`config.mk`:
```
export PLATFORM = sky130hd
export DESIGN_NAME = inverse_sweep_ctrl
export DESIGN_NICKNAME = d
export VERILOG_FILES = /design/src/rtl/inverse_sweep_ctrl.sv
export SDC_FILE = /design/constraint.sdc
export NUM_CORES = 1
export LEC_CHECK = 0
export CAP_MARGIN = 15
export CORE_UTILIZATION = 35
export CTS_CLUSTER_DIAMETER = 200
export DETAILED_ROUTE_END_ITERATION = 10
export GPL_TIMING_DRIVEN = 0
export SKIP_LAST_GASP = 1
export SYNTH_ARGS = -nofsm -noshare
export SYNTH_HDL_FRONTEND = slang
export SYNTH_SLANG_ARGS = --single-unit
```
`constraint.sdc`:
```
create_clock -name clk -period 2.65 [get_ports clk]
set_clock_uncertainty 0.15 [all_clocks]
set_input_delay 0.53 -clock clk [delete_from_list [all_inputs] [get_ports clk]]
set_output_delay 0.53 -clock clk [all_outputs]
set_load 0.005 [all_outputs]
```
`src/rtl/inverse_sweep_ctrl.sv`:
```
// inverse_sweep_ctrl: frame-level scheduler for the per-frequency inverse core.
// One frame_start sweeps every frequency bin in order, issuing one core_start
// per bin, waiting for core_done, inserting an idle gap between bins, guarding
// each bin with a timeout and cross-checking core_all_freq_finish at the end.
module inverse_sweep_ctrl #(
  parameter int FREQ_NUM        = 257,
  parameter int FREQ_WIDTH      = 9,
  parameter int TIMEOUT_CYCLES  = 4096,
  parameter int TO_WIDTH        = 13,
  parameter int GAP_CYCLES      = 2,
  parameter int FRAME_CNT_WIDTH = 16
) (
  input  logic                       clk,
  input  logic                       rst_n,
  input  logic                       frame_start,
  input  logic                       abort,
  input  logic                       err_clr,
  input  logic                       core_done,
  input  logic                       core_all_freq_finish,
  output logic                       core_start,
  output logic [FREQ_WIDTH-1:0]      freq_idx,
  output logic                       busy,
  output logic                       frame_done,
  output logic [FRAME_CNT_WIDTH-1:0] frame_cnt,
  output logic                       timeout_err,
  output logic                       sync_err,
  output logic                       overrun_err
);

  localparam int GAP_W = (GAP_CYCLES > 1) ? $clog2(GAP_CYCLES) : 1;
  localparam logic [FREQ_WIDTH-1:0] LAST_IDX = FREQ_WIDTH'(FREQ_NUM - 1);
  localparam logic [TO_WIDTH-1:0]   TO_LAST  = TO_WIDTH'(TIMEOUT_CYCLES - 1);
  localparam logic [GAP_W-1:0]      GAP_LAST = GAP_W'((GAP_CYCLES > 0) ? GAP_CYCLES - 1 : 0);

  typedef enum logic [2:0] {
    S_IDLE  = 3'd0,
    S_START = 3'd1,
    S_WAIT  = 3'd2,
    S_GAP   = 3'd3,
    S_DONE  = 3'd4
  } state_t;

  state_t                     state_q, state_d;
  logic [FREQ_WIDTH-1:0]      freq_idx_q, freq_idx_d;
  logic [TO_WIDTH-1:0]        to_cnt_q, to_cnt_d;
  logic [GAP_W-1:0]           gap_cnt_q, gap_cnt_d;
  logic [FRAME_CNT_WIDTH-1:0] frame_cnt_q, frame_cnt_d;
  logic                       core_start_q, core_start_d;
  logic                       busy_q, busy_d;
  logic                       frame_done_q, frame_done_d;
  logic                       timeout_err_q, timeout_err_d;
  logic                       sync_err_q, sync_err_d;
  logic                       overrun_err_q, overrun_err_d;

  logic abort_act;
  logic last_bin;
  logic to_hit;
  logic timeout_set, sync_set, overrun_set;

  // Abort only matters once a frame is under way; it overrides every other event.
  assign abort_act   = abort && (state_q != S_IDLE);
  assign last_bin    = (freq_idx_q == LAST_IDX);
  assign to_hit      = (to_cnt_q == TO_LAST);
  assign timeout_set = (state_q == S_WAIT) && !core_done && to_hit && !abort_act;
  assign sync_set    = (state_q == S_WAIT) && core_done && last_bin &&
                       !core_all_freq_finish && !abort_act;
  assign overrun_set = frame_start && (state_q != S_IDLE) && !abort_act;

  // State register.
  always_ff @(posedge clk) begin
    if (!rst_n) state_q <= S_IDLE;
    else        state_q <= state_d;
  end

  // Next-state logic; core_done beats a same-cycle timeout, abort beats all.
  always_comb begin
    state_d = state_q;
    case (state_q)
      S_IDLE:  if (frame_start) state_d = S_START;
      S_START: state_d = S_WAIT;
      S_WAIT: begin
        if (core_done) begin
          if (last_bin)             state_d = S_DONE;
          else if (GAP_CYCLES == 0) state_d = S_START;
          else                      state_d = S_GAP;
        end else if (to_hit) begin
          state_d = S_IDLE;
        end
      end
      S_GAP:   if (gap_cnt_q == GAP_LAST) state_d = S_START;
      S_DONE:  state_d = S_IDLE;
      default: state_d = S_IDLE;
    endcase
    if (abort_act) state_d = S_IDLE;
  end

  // Output/datapath next values, derived from the upcoming state so every output is a flop.
  always_comb begin
    core_start_d = (state_d == S_START);
    busy_d       = (state_d == S_START) || (state_d == S_WAIT) || (state_d == S_GAP);
    frame_done_d = (state_d == S_DONE);

    freq_idx_d = freq_idx_q;
    if (abort_act)
      freq_idx_d = '0;
    else if ((state_q == S_IDLE) && frame_start)
      freq_idx_d = '0;
    else if ((state_d == S_START) && (state_q != S_IDLE))
      freq_idx_d = freq_idx_q + 1'b1;

    to_cnt_d = to_cnt_q;
    if (state_d == S_START)      to_cnt_d = '0;
    else if (state_q == S_WAIT)  to_cnt_d = to_cnt_q + 1'b1;

    gap_cnt_d = '0;
    if (state_q == S_GAP) gap_cnt_d = gap_cnt_q + 1'b1;

    frame_cnt_d = frame_cnt_q;
    if ((state_d == S_DONE) && (state_q == S_WAIT)) frame_cnt_d = frame_cnt_q + 1'b1;

    timeout_err_d = (timeout_err_q && !err_clr) || timeout_set;
    sync_err_d    = (sync_err_q    && !err_clr) || sync_set;
    overrun_err_d = (overrun_err_q && !err_clr) || overrun_set;
  end

  // Output and datapath registers; reset clears everything, abandoning any frame.
  always_ff @(posedge clk) begin
    if (!rst_n) begin
      core_start_q  <= 1'b0;
      busy_q        <= 1'b0;
      frame_done_q  <= 1'b0;
      freq_idx_q    <= '0;
      to_cnt_q      <= '0;
      gap_cnt_q     <= '0;
      frame_cnt_q   <= '0;
      timeout_err_q <= 1'b0;
      sync_err_q    <= 1'b0;
      overrun_err_q <= 1'b0;
    end else begin
      core_start_q  <= core_start_d;
      busy_q        <= busy_d;
      frame_done_q  <= frame_done_d;
      freq_idx_q    <= freq_idx_d;
      to_cnt_q      <= to_cnt_d;
      gap_cnt_q     <= gap_cnt_d;
      frame_cnt_q   <= frame_cnt_d;
      timeout_err_q <= timeout_err_d;
      sync_err_q    <= sync_err_d;
      overrun_err_q <= overrun_err_d;
    end
  end

  assign core_start  = core_start_q;
  assign freq_idx    = freq_idx_q;
  assign busy        = busy_q;
  assign frame_done  = frame_done_q;
  assign frame_cnt   = frame_cnt_q;
  assign timeout_err = timeout_err_q;
  assign sync_err    = sync_err_q;
  assign overrun_err = overrun_err_q;

endmodule
```
After elaboration in Yosys (flattened, before gate mapping)
Cells that the tools add are included.
{ "totals": {"ff_bits": 48, "inputBits": 7, "output_inout_bits": 31, "elab_cells": 62} }
{ "op_classes": {"add_sub_neg": 4, "eq_ne": 9, "n_mux": 7, "n_bitwise": 1, "n_reduce_logical": 30} }
{ "op_table": {"columns": ["operator", "n"], "rows": [
  ["2-to-1 mux 3 bit", 6],
  ["adder 16 x 1 -> 16 bit, second input constant", 1],
  ["logical AND 1 bit", 16],
  ["adder 13 x 1 -> 13 bit, second input constant", 1],
  ["== test 13 x 12 -> 1 bit, second input constant", 1],
  ["== test 3 x 2 -> 1 bit, second input constant", 4],
  ["one-hot mux 3 bit (4 select lines)", 1],
  ["adder 9 x 1 -> 9 bit, second input constant", 1],
  ["== test 9 bit, second input constant", 1],
  ["== test 3 x 1 -> 1 bit, second input constant", 2],
  ["logical OR 1 bit", 5],
  ["zero test 1 bit", 4],
  ["== test 3 bit, second input constant", 1],
  ["zero test 3 bit", 1],
  ["nonzero test 3 bit", 1],
  ["OR reduction 3 bit", 1],
  ["AND reduction 2 bit", 1],
  ["OR reduction 2 bit", 1],
  ["adder 1 bit, second input constant", 1],
  ["inverter 1 bit", 1]
]} }

Logic depth before layout (Yosys ltp)
Gate-level depths: netlist of the first run.
{ "depth": {"depth_word": 8, "mapped_depth": 10, "depth_no_buf": 8} }

Worst setup path after synthesis of the first run
No wires, ideal clock.
{ "synth_timing": {"path_kind": "reg-to-reg", "start": "reg to_cnt_q[0]", "end": "reg freq_idx_q[3], in the netlist freq_idx[3]", "setup_ns": 0.059, "arrival_ns": 2.082, "required_ns": 2.441, "slack_ns": 0.358, "path_stages_with_launch": 9, "path_buffers": 1, "period_less_slack_ns": 2.292, "cell_sequence": "dfxtp_1 ha_1 nand4_1 or2_2 o311ai_2 nand3_2 buf_6 or4_1 nand2_1"} }
{ "synth_between": {"elab_chain_cells": 7} }
{ "synth_lines": {"columns": ["element", "line", "source"], "rows": [
  ["from (decl)", "45", "logic [TO_WIDTH-1:0] to_cnt_q, to_cnt_d;"],
  ["from (signal assigned)", "144", "to_cnt_q <= to_cnt_d;"],
  ["== test 13 x 12 -> 1 bit", "63", "assign to_hit = (to_cnt_q == TO_LAST);"],
  ["2-to-1 mux 3 bit", "86", "end else if (to_hit) begin"],
  ["2-to-1 mux 3 bit", "82", "if (core_done) begin"],
  ["one-hot mux 3 bit (4 select lines)", "78", "case (state_q)"],
  ["2-to-1 mux 3 bit", "94", "if (abort_act) state_d = S_IDLE;"],
  ["== test 3 x 1 -> 1 bit", "108", "else if ((state_d == S_START) && (state_q != S_IDLE))"],
  ["logical AND 1 bit", "108", null],
  ["to (signal assigned)", "143", "freq_idx_q <= freq_idx_d;"],
  ["to (decl)", "44", "logic [FREQ_WIDTH-1:0] freq_idx_q, freq_idx_d;"]
]} }
No other way between the ends.
A chain may end at the register's enable or synchronous reset.

Final worst setup path of the first run
{ "layout_timing": {"start": "in frame_start", "end": "reg freq_idx_q[3], in the netlist freq_idx[3]"} }
{ "layout_between": {"elab_chain_cells": 5, "word_cells_on_any_way": 7, "cone_classes": "eq/ne (1); mux (3); reduce/logical (3)"} }
{ "layout_lines": {"columns": ["element", "line", "source"], "rows": [
  ["from (decl)", "15", "input logic frame_start,"],
  ["2-to-1 mux 3 bit", "79", "S_IDLE: if (frame_start) state_d = S_START;"],
  ["one-hot mux 3 bit (4 select lines)", "78", null],
  ["2-to-1 mux 3 bit", "94", null],
  ["== test 3 x 1 -> 1 bit", "108", null],
  ["logical AND 1 bit", "108", null]
]} }
Several ways; a longest one is shown, not always the timed one.

==> results of run 1 <==
flip-flops by register name, summed over array words and instances, names as in the netlist:
| signal | flops |
|---|---|
| state_q | 3 |
| busy | 1 |
| overrun_err | 1 |
| frame_cnt | 16 |
| frame_done | 1 |
| gap_cnt_q | 1 |
| core_start | 1 |
| freq_idx | 9 |
| sync_err | 1 |
| to_cnt_q | 13 |
| timeout_err | 1 |
stage by stage:
stage / std cells / cell area [um^2] / worst slack, ns
final: 369 / 2750 / 0.129
after global routing: 369 / 2750 / 0.0222
after CTS: 370 / 2730 / 0.0381
after detailed placement: 362 / 2640 / -0.282
after global placement: 362 / 2640 / -0.274
after floorplan: 250 / 2170 / 0.358
where the power goes:
group | switching, uW | internal (uW)
combinational | 84.0 | 66.4
clock | 235 | 213
sequential | 8.75 | 732
cell type report:
| type | count | area share, % |
|---|---|---|
| buffer | 8 | 2.09 |
| clock buffer | 8 | 3.28 |
| inverter | 8 | 1.09 |
| multi-input combinational | 185 | 41.6 |
| sequential | 48 | 34.9 |
| tap | 75 | 3.41 |
| timing repair buffer | 37 | 13.6 |
worst min-delay path by stage:
stage / start / end / cells after the start
floorplan: gap_cnt_q / gap_cnt_q / 1
global placement: gap_cnt_q / gap_cnt_q / 1
detailed placement: gap_cnt_q / gap_cnt_q / 1
CTS: gap_cnt_q / gap_cnt_q / 1
global route: gap_cnt_q / gap_cnt_q / 1
finish: gap_cnt_q / gap_cnt_q / 1
metal layers:
| metal | routed length [um] | vias to the layer above | GRT usage (%) |
|---|---|---|---|
| li1 | - | 957 | - |
| met4 | 49 | 0 | 4.64 |
| met3 | 228 | 5 | 3.37 |
| met5 | 0 | - | 0 |
| met2 | 2070 | 40 | 22.9 |
| met1 | 2390 | 870 | 21.1 |
timing repair:
action,in CTS,in global routing
endpoints found under the hold margin,0,0
resized for setup,0,7
setup endpoints to repair,0,25
placed cells by master (no fill, tap or decap), types with 8 or more instances in the layout:
cell type	synthesis	layout
nor2_1	35	35
a21oi_1	14	14
nand3_1	13	12
xor2_1	15	15
nand2_1	21	21
inv_1	8	8
clkdlybuf4s50_1	0	36
and3_1	8	8
o21ai_0	10	10
dfxtp_1	48	48
nand4_1	12	12
xnor2_1	9	9
cell families (layout without fill, tap and decap cells):
family                     Yosys count  in the layout  synth area share, %
and+or+nand+nor                    122            122                 30.0
DFF                                 48             48                 44.2
AOI/OAI and AO/OA                   33             33                 8.98
xor gates and xnor gates            24             24                 9.67
buffers and inverters               17             61                 3.91
adders and majority gates            4              4                 2.30
muxes                                2              2                0.921
==> results by group, run 1 <==
STA
  – Hold Vio Cnt, Final: 0
  – Slew of the pin with the lowest slew margin: a little under 0.7 ns
  – Final Cycle Share: 95.1%
  – Final setup TNS: 0 ns
  – Setup violators final: 0
  – RSZ-0062 raised after global routing: false
  – Slew headroom: 54.0%
  – Fmax: 0.397 GHz
  – Final worst path period need: 2.52 ns
  – Slew Viols, Final: 0
  – Hold_ws: 0.267 ns

GRT
  – First-pass GRT wire length: ~7700 um
  – Total grt overflow: 0
  – Initial antenna violation count: 0
  – Number of global-route vias before repair: around 1.7k
  – Total GRT Usage: 15.1%
  – Largest net degree at the start of global routing: 14

Placed design
  – GPL Wtd Cong: slightly below 0.8
  – DP Wirelength: 3350 um
  – Port Buf Inserts: 37

Routing
  – DR DRC count: 0
  – Drt pass-1 iters: 4
  – Via density: 5.07
  – Starting DRC count in detailed routing: 109
  – Vias: 1872
  – Total routed wirelength: 4730 um
  – DRT antenna net count: 0
  – Drt wl/cell: approximately 13 um

Logic synthesis
  – Post-synth top area cell: dfxtp_1
  – Post-synth EDFFs: 0
  – Synth Cell Area: 2170 um^2
  – Synth Flop Type: dfxtp_1
  – Synth Register Bits: 48
  – Post-synth cell types: 41
  – Yosys warns: 0
  – Synth async-reset ratio: 0%
  – List of most frequent post-synthesis cells: 48 x dfxtp_1, 35 x nor2_1, 21 x nand2_1
  – Synth area leaders: dfxtp_1 44%, nor2_1 6.0%, xor2_1 6.0%
  – Top-count cell post-synth: dfxtp_1
  – Post-Syn Nets: 261
  – Register area share after synthesis: roughly 44%
  – Yosys top cell area share: 44.2%
  – Synthesized instance count: 250
  – Avg Cell Area, Syn: 8.70 um^2

Die
  – Initial Util: 36.5%
  – Die span in y: 80.8 um
  – Ports: 38
  – Core ar.: approximately 6000 um^2
  – FP Rows: 28
  – Die width: roughly 81 um
  – Die Area: 6530 um^2

Setup path
  – WP data arrival: 2.61 ns
  – Worst reg2reg startpoint: to_cnt_q[0]
  – CP Launch Type: primary input
  – Crit path launch: frame_start
  – Worst Path Required: roughly 2.7 ns
  – Critical path's top delay family: simple AND/OR/NAND/NOR gates
  – Max FO, Critical Path: 10
  – CP peak stage delay: 0.47 ns
  – Critical path class: in2reg
  – R2R cell count: 8
  – CP Capture Type: flip-flop
  – CP max-delay cell: clkdlybuf4s50_1
  – Buf+Inv Stages, Crit Path: 2
  – CP Depth: 8
  – Critical Path, Cell by Cell: clkdlybuf4s50_1, or4b_4, o21ai_1, o21a_2, nand3_2, buf_6, or4_1, nand2_1
  – CP endpoint: freq_idx[3]
  – Worst r2r dst: freq_idx[3]
  – FF-to-FF setup slack: 0.17 ns

Final layout
  – Ant diodes: 0
  – Area of the multi-input gates: 1140 um^2
  – Seq. cell area: 961 um^2
  – Filler Cell Count: 606
  – Final Util: a little under half
  – NumNets Final: between 300 and 400
  – Layout area overhead: 26.5%
  – Share of post-route cells with drive strength above 1: 7.82%

Pwr
  – Power per cell area: 487 nW/um^2
  – Pleak: 0.000961 uW
  – Total power draw: 1340 uW
  – VDD IR max: 0.282 mV

Clock tree
  – H-tree Lvls: 2
  – Clock-pin slew on the worst setup and hold paths: 0.09 ns
  – TritonCTS Buffers: 5
  – Hold Buf Count CTS: 0
  – CTS Sinks: 48
  – Worst-Skew Late Latency: 0.30 ns
  – Bufs on Longest Clock Path: 2
  – CTS tree: yes
  – Post-CTS Setup Inserts: 0
  – Root buffer cell: clkbuf_8

Min path
  – Hold WC Path Type: reg2reg

Outcome
  – Status: complete, no violations

Flow run
  – Max Cap Violations: 0
Note: power is estimated with default switching activity, not from simulation.
==> run 2, diff against run 1 <==
--- a/config.mk
+++ b/config.mk
@@ -6,10 +6,13 @@
 export NUM_CORES = 1
 export LEC_CHECK = 0
 export CAP_MARGIN = 15
-export CORE_UTILIZATION = 35
+export CELL_PAD_IN_SITES_DETAIL_PLACEMENT = 1
+export CELL_PAD_IN_SITES_GLOBAL_PLACEMENT = 2
+export CORE_UTILIZATION = 31
 export CTS_CLUSTER_DIAMETER = 200
 export DETAILED_ROUTE_END_ITERATION = 10
 export GPL_TIMING_DRIVEN = 0
+export PLACE_DENSITY_LB_ADDON = 0.1
 export SKIP_LAST_GASP = 1
 export SYNTH_ARGS = -nofsm -noshare
 export SYNTH_HDL_FRONTEND = slang
==> run 2 against run 1 <==
  * Maximum frequency is 1.4% higher
  * Routed wire length is 15% higher
  * Critical path depth stayed put
  * Clock power is 32% higher
  * Critical endpoint unchanged
  * Largest power group unchanged
  * Highest routed layer unchanged
==> results by group, run 2 (same netlist as run 1, synthesis figures left out) <==
STA
  – Final Cycle Share: 93.8% (-1.3 points)
  – Final worst path period need: 2.48 ns (-0.0357 ns)
  – Fmax: 0.402 GHz (+1.4%)
  – Slew headroom: 53.6% (-0.43 points)
  – Slew of the pin with the lowest slew margin: 0.693 ns (+0.00647 ns)
  – Setup violators final: 0 (unchanged)
  – Hold Vio Cnt, Final: 0 (unchanged)
  – Slew Viols, Final: 0 (unchanged)

Setup path
  – Buf+Inv Stages, Crit Path: 2 (unchanged)
  – Worst reg2reg startpoint: to_cnt_q[0]
  – Worst Path Required: 2.76 ns (+0.02 ns)
  – CP Launch Type: primary input
  – Critical path class: in2reg
  – Max FO, Critical Path: 10 (unchanged)
  – CP max-delay cell: or4b_4
  – CP Depth: 8 (unchanged)
  – WP data arrival: 2.59 ns (-0.02 ns)
  – Critical Path, Cell by Cell: clkdlybuf4s50_1, or4b_4, o21ai_1, o21a_2, nand3_2, buf_6, or4_1, nand2_1
  – CP endpoint: freq_idx[3]
  – CP peak stage delay: 0.48 ns (about the same)
  – Worst r2r dst: freq_idx[3]
  – Crit path launch: frame_start
  – R2R cell count: 8 (unchanged)
  – Critical path's top delay family: simple AND/OR/NAND/NOR gates
  – FF-to-FF setup slack: 0.18 ns (about the same)
  – CP Capture Type: flip-flop

Final layout
  – Max reg flops: 16 (unchanged)
  – Most frequent cells in the layout: 48 x dfxtp_1, 36 x clkdlybuf4s50_1, 35 x nor2_1
  – Ant diodes: 0 (unchanged)
  – Final Util: 41.4% (-4.8 points)
  – NumNets Final: 304 (unchanged)
  – Cell area after layout: 2810 um^2 (+2.2%)
  – Layout area overhead: 29.3%
  – Most common cell after layout, fill and taps aside: dfxtp_1
  – Finished Layout Cells: 390 (+5.7%)
  – Share of post-route cells with drive strength above 1: 8.50% (+0.68 points)

Routing
  – Total routed wirelength: 5420 um (+15%)
  – Vias: 1913 (+2.2%)
  – Drt pass-1 iters: 4 (unchanged)
  – Drt wl/cell: 13.9 um (+8.5%)
  – Via density: 4.91 (-3.3%)
  – DR DRC count: 0 (unchanged)
  – Starting DRC count in detailed routing: 51 (-53%)
  – DRT antenna net count: 0 (unchanged)

Flow run
  – Max Cap Violations: 0 (unchanged)

Die
  – Initial Util: 32.0% (-4.5 points)
  – Die width: 85.8 um (+6.1%)
  – Core ar.: 6790 um^2 (+14%)
  – Die Area: 7350 um^2 (+13%)
  – Ports: 38 (unchanged)
  – Die span in y: 85.8 um (+6.1%)
  – FP Rows: 30 (+7.1%)

Clock tree
  – H-tree Lvls: 2 (unchanged)
  – CTS Sinks: 48 (unchanged)
  – TritonCTS Buffers: 5 (unchanged)
  – Clock-pin slew on the worst setup and hold paths: 0.09 ns (about the same)
  – Post-CTS Setup Inserts: 0 (unchanged)
  – Hold Buf Count CTS: 0 (unchanged)
  – CTS tree: yes
  – Bufs on Longest Clock Path: 2 (unchanged)
  – Root buffer cell: clkbuf_8
  – Worst-Skew Late Latency: 0.30 ns (about the same)

Pwr
  – Total power draw: 1480 uW (+11%)
  – Power per cell area: 527 nW/um^2 (+8.1%)
  – VDD IR max: 0.229 mV (-19%)
  – Pleak: 0.000977 uW (+1.7%)

Min path
  – Hold WC Path Type: reg2reg
  – Worst Hold Launch: gap_cnt_q

Placed design
  – DP Wirelength: 3970 um (+19%)
  – Area post-placement: 2670 um^2 (+1.0%)
  – Placed insts: 383 (+5.8%)
  – Port Buf Inserts: 37 (unchanged)
  – GPL Wtd Cong: 0.735 (-6.7%)

GRT
  – First-pass GRT wire length: 8980 um (+17%)
  – Total GRT Usage: 15.7% (+0.63 points)
  – Largest net degree at the start of global routing: 15 (+1)
  – Total grt overflow: 0 (unchanged)
  – Number of global-route vias before repair: 1849 (+11%)
  – Initial antenna violation count: 0 (unchanged)

Outcome
  – Status: complete, no violations
-- run 2: routing by layer --
metal	wire length, um	GRT usage [%]	vias up	part of all wire [%]
met1	2650	20.0	931	49
met5	0	0	-	0
met3	130	3.18	6	2.4
met2	2570	26.5	21	47
met4	68	5.00	0	1.3
li1	-	-	955	-
-- run 2: report_power, final --
| group | internal (uW) | switching [uW] |
|---|---|---|
| registers | 732 | 9.61 |
| clock network | 333 | 258 |
| logic | 64.1 | 83.5 |
| total | 1130 | 351 |
-- run 2: worst min-delay path by stage --
stage | end | slack, ns | cells past startpoint
floorplan | gap_cnt_q | 0.24 | 1
global placement | gap_cnt_q | 0.26 | 1
detailed placement | gap_cnt_q | 0.27 | 1
CTS | gap_cnt_q | 0.29 | 1
global route | gap_cnt_q | 0.30 | 1
finish | gap_cnt_q | 0.28 | 1
-- run 2: stage by stage --
step	setup TNS (ns)	hold slack (ns)	setup WS, ns
after floorplan	0	0.243	0.358
after global placement	-8.00	0.259	-0.346
after detailed placement	-7.04	0.270	-0.327
after CTS	-0.0110	0.285	-0.0110
after global routing	-0.00587	0.295	-0.00587
final	0	0.284	0.165
-- run 2: what timing repair did --
action                                  in CTS  in global routing
endpoints found under the setup margin       2                 20
gates cloned                                 0                  0
resized for setup                            0                  4
-- run 2: final cells by class --
cell class | instances | area [um^2]
tap | 96 | 120
fill | 807 | 3980
clock buffer | 7 | 96.3
multi-input combinational | 185 | 1150
buffer | 8 | 51.3
clock inverter | 1 | 30.0
timing repair buffer | 37 | 373
inverter | 8 | 30.0
sequential | 48 | 961
-- run 2: worst reg2reg max path: stages, from the launching register on --
cell      delay, ns
dfxtp_1        0.41
ha_1           0.26
nand4_1        0.13
or2_2          0.33
o311ai_4       0.29
nand3_2        0.16
buf_6          0.17
or4_1          0.46
nand2_1        0.07
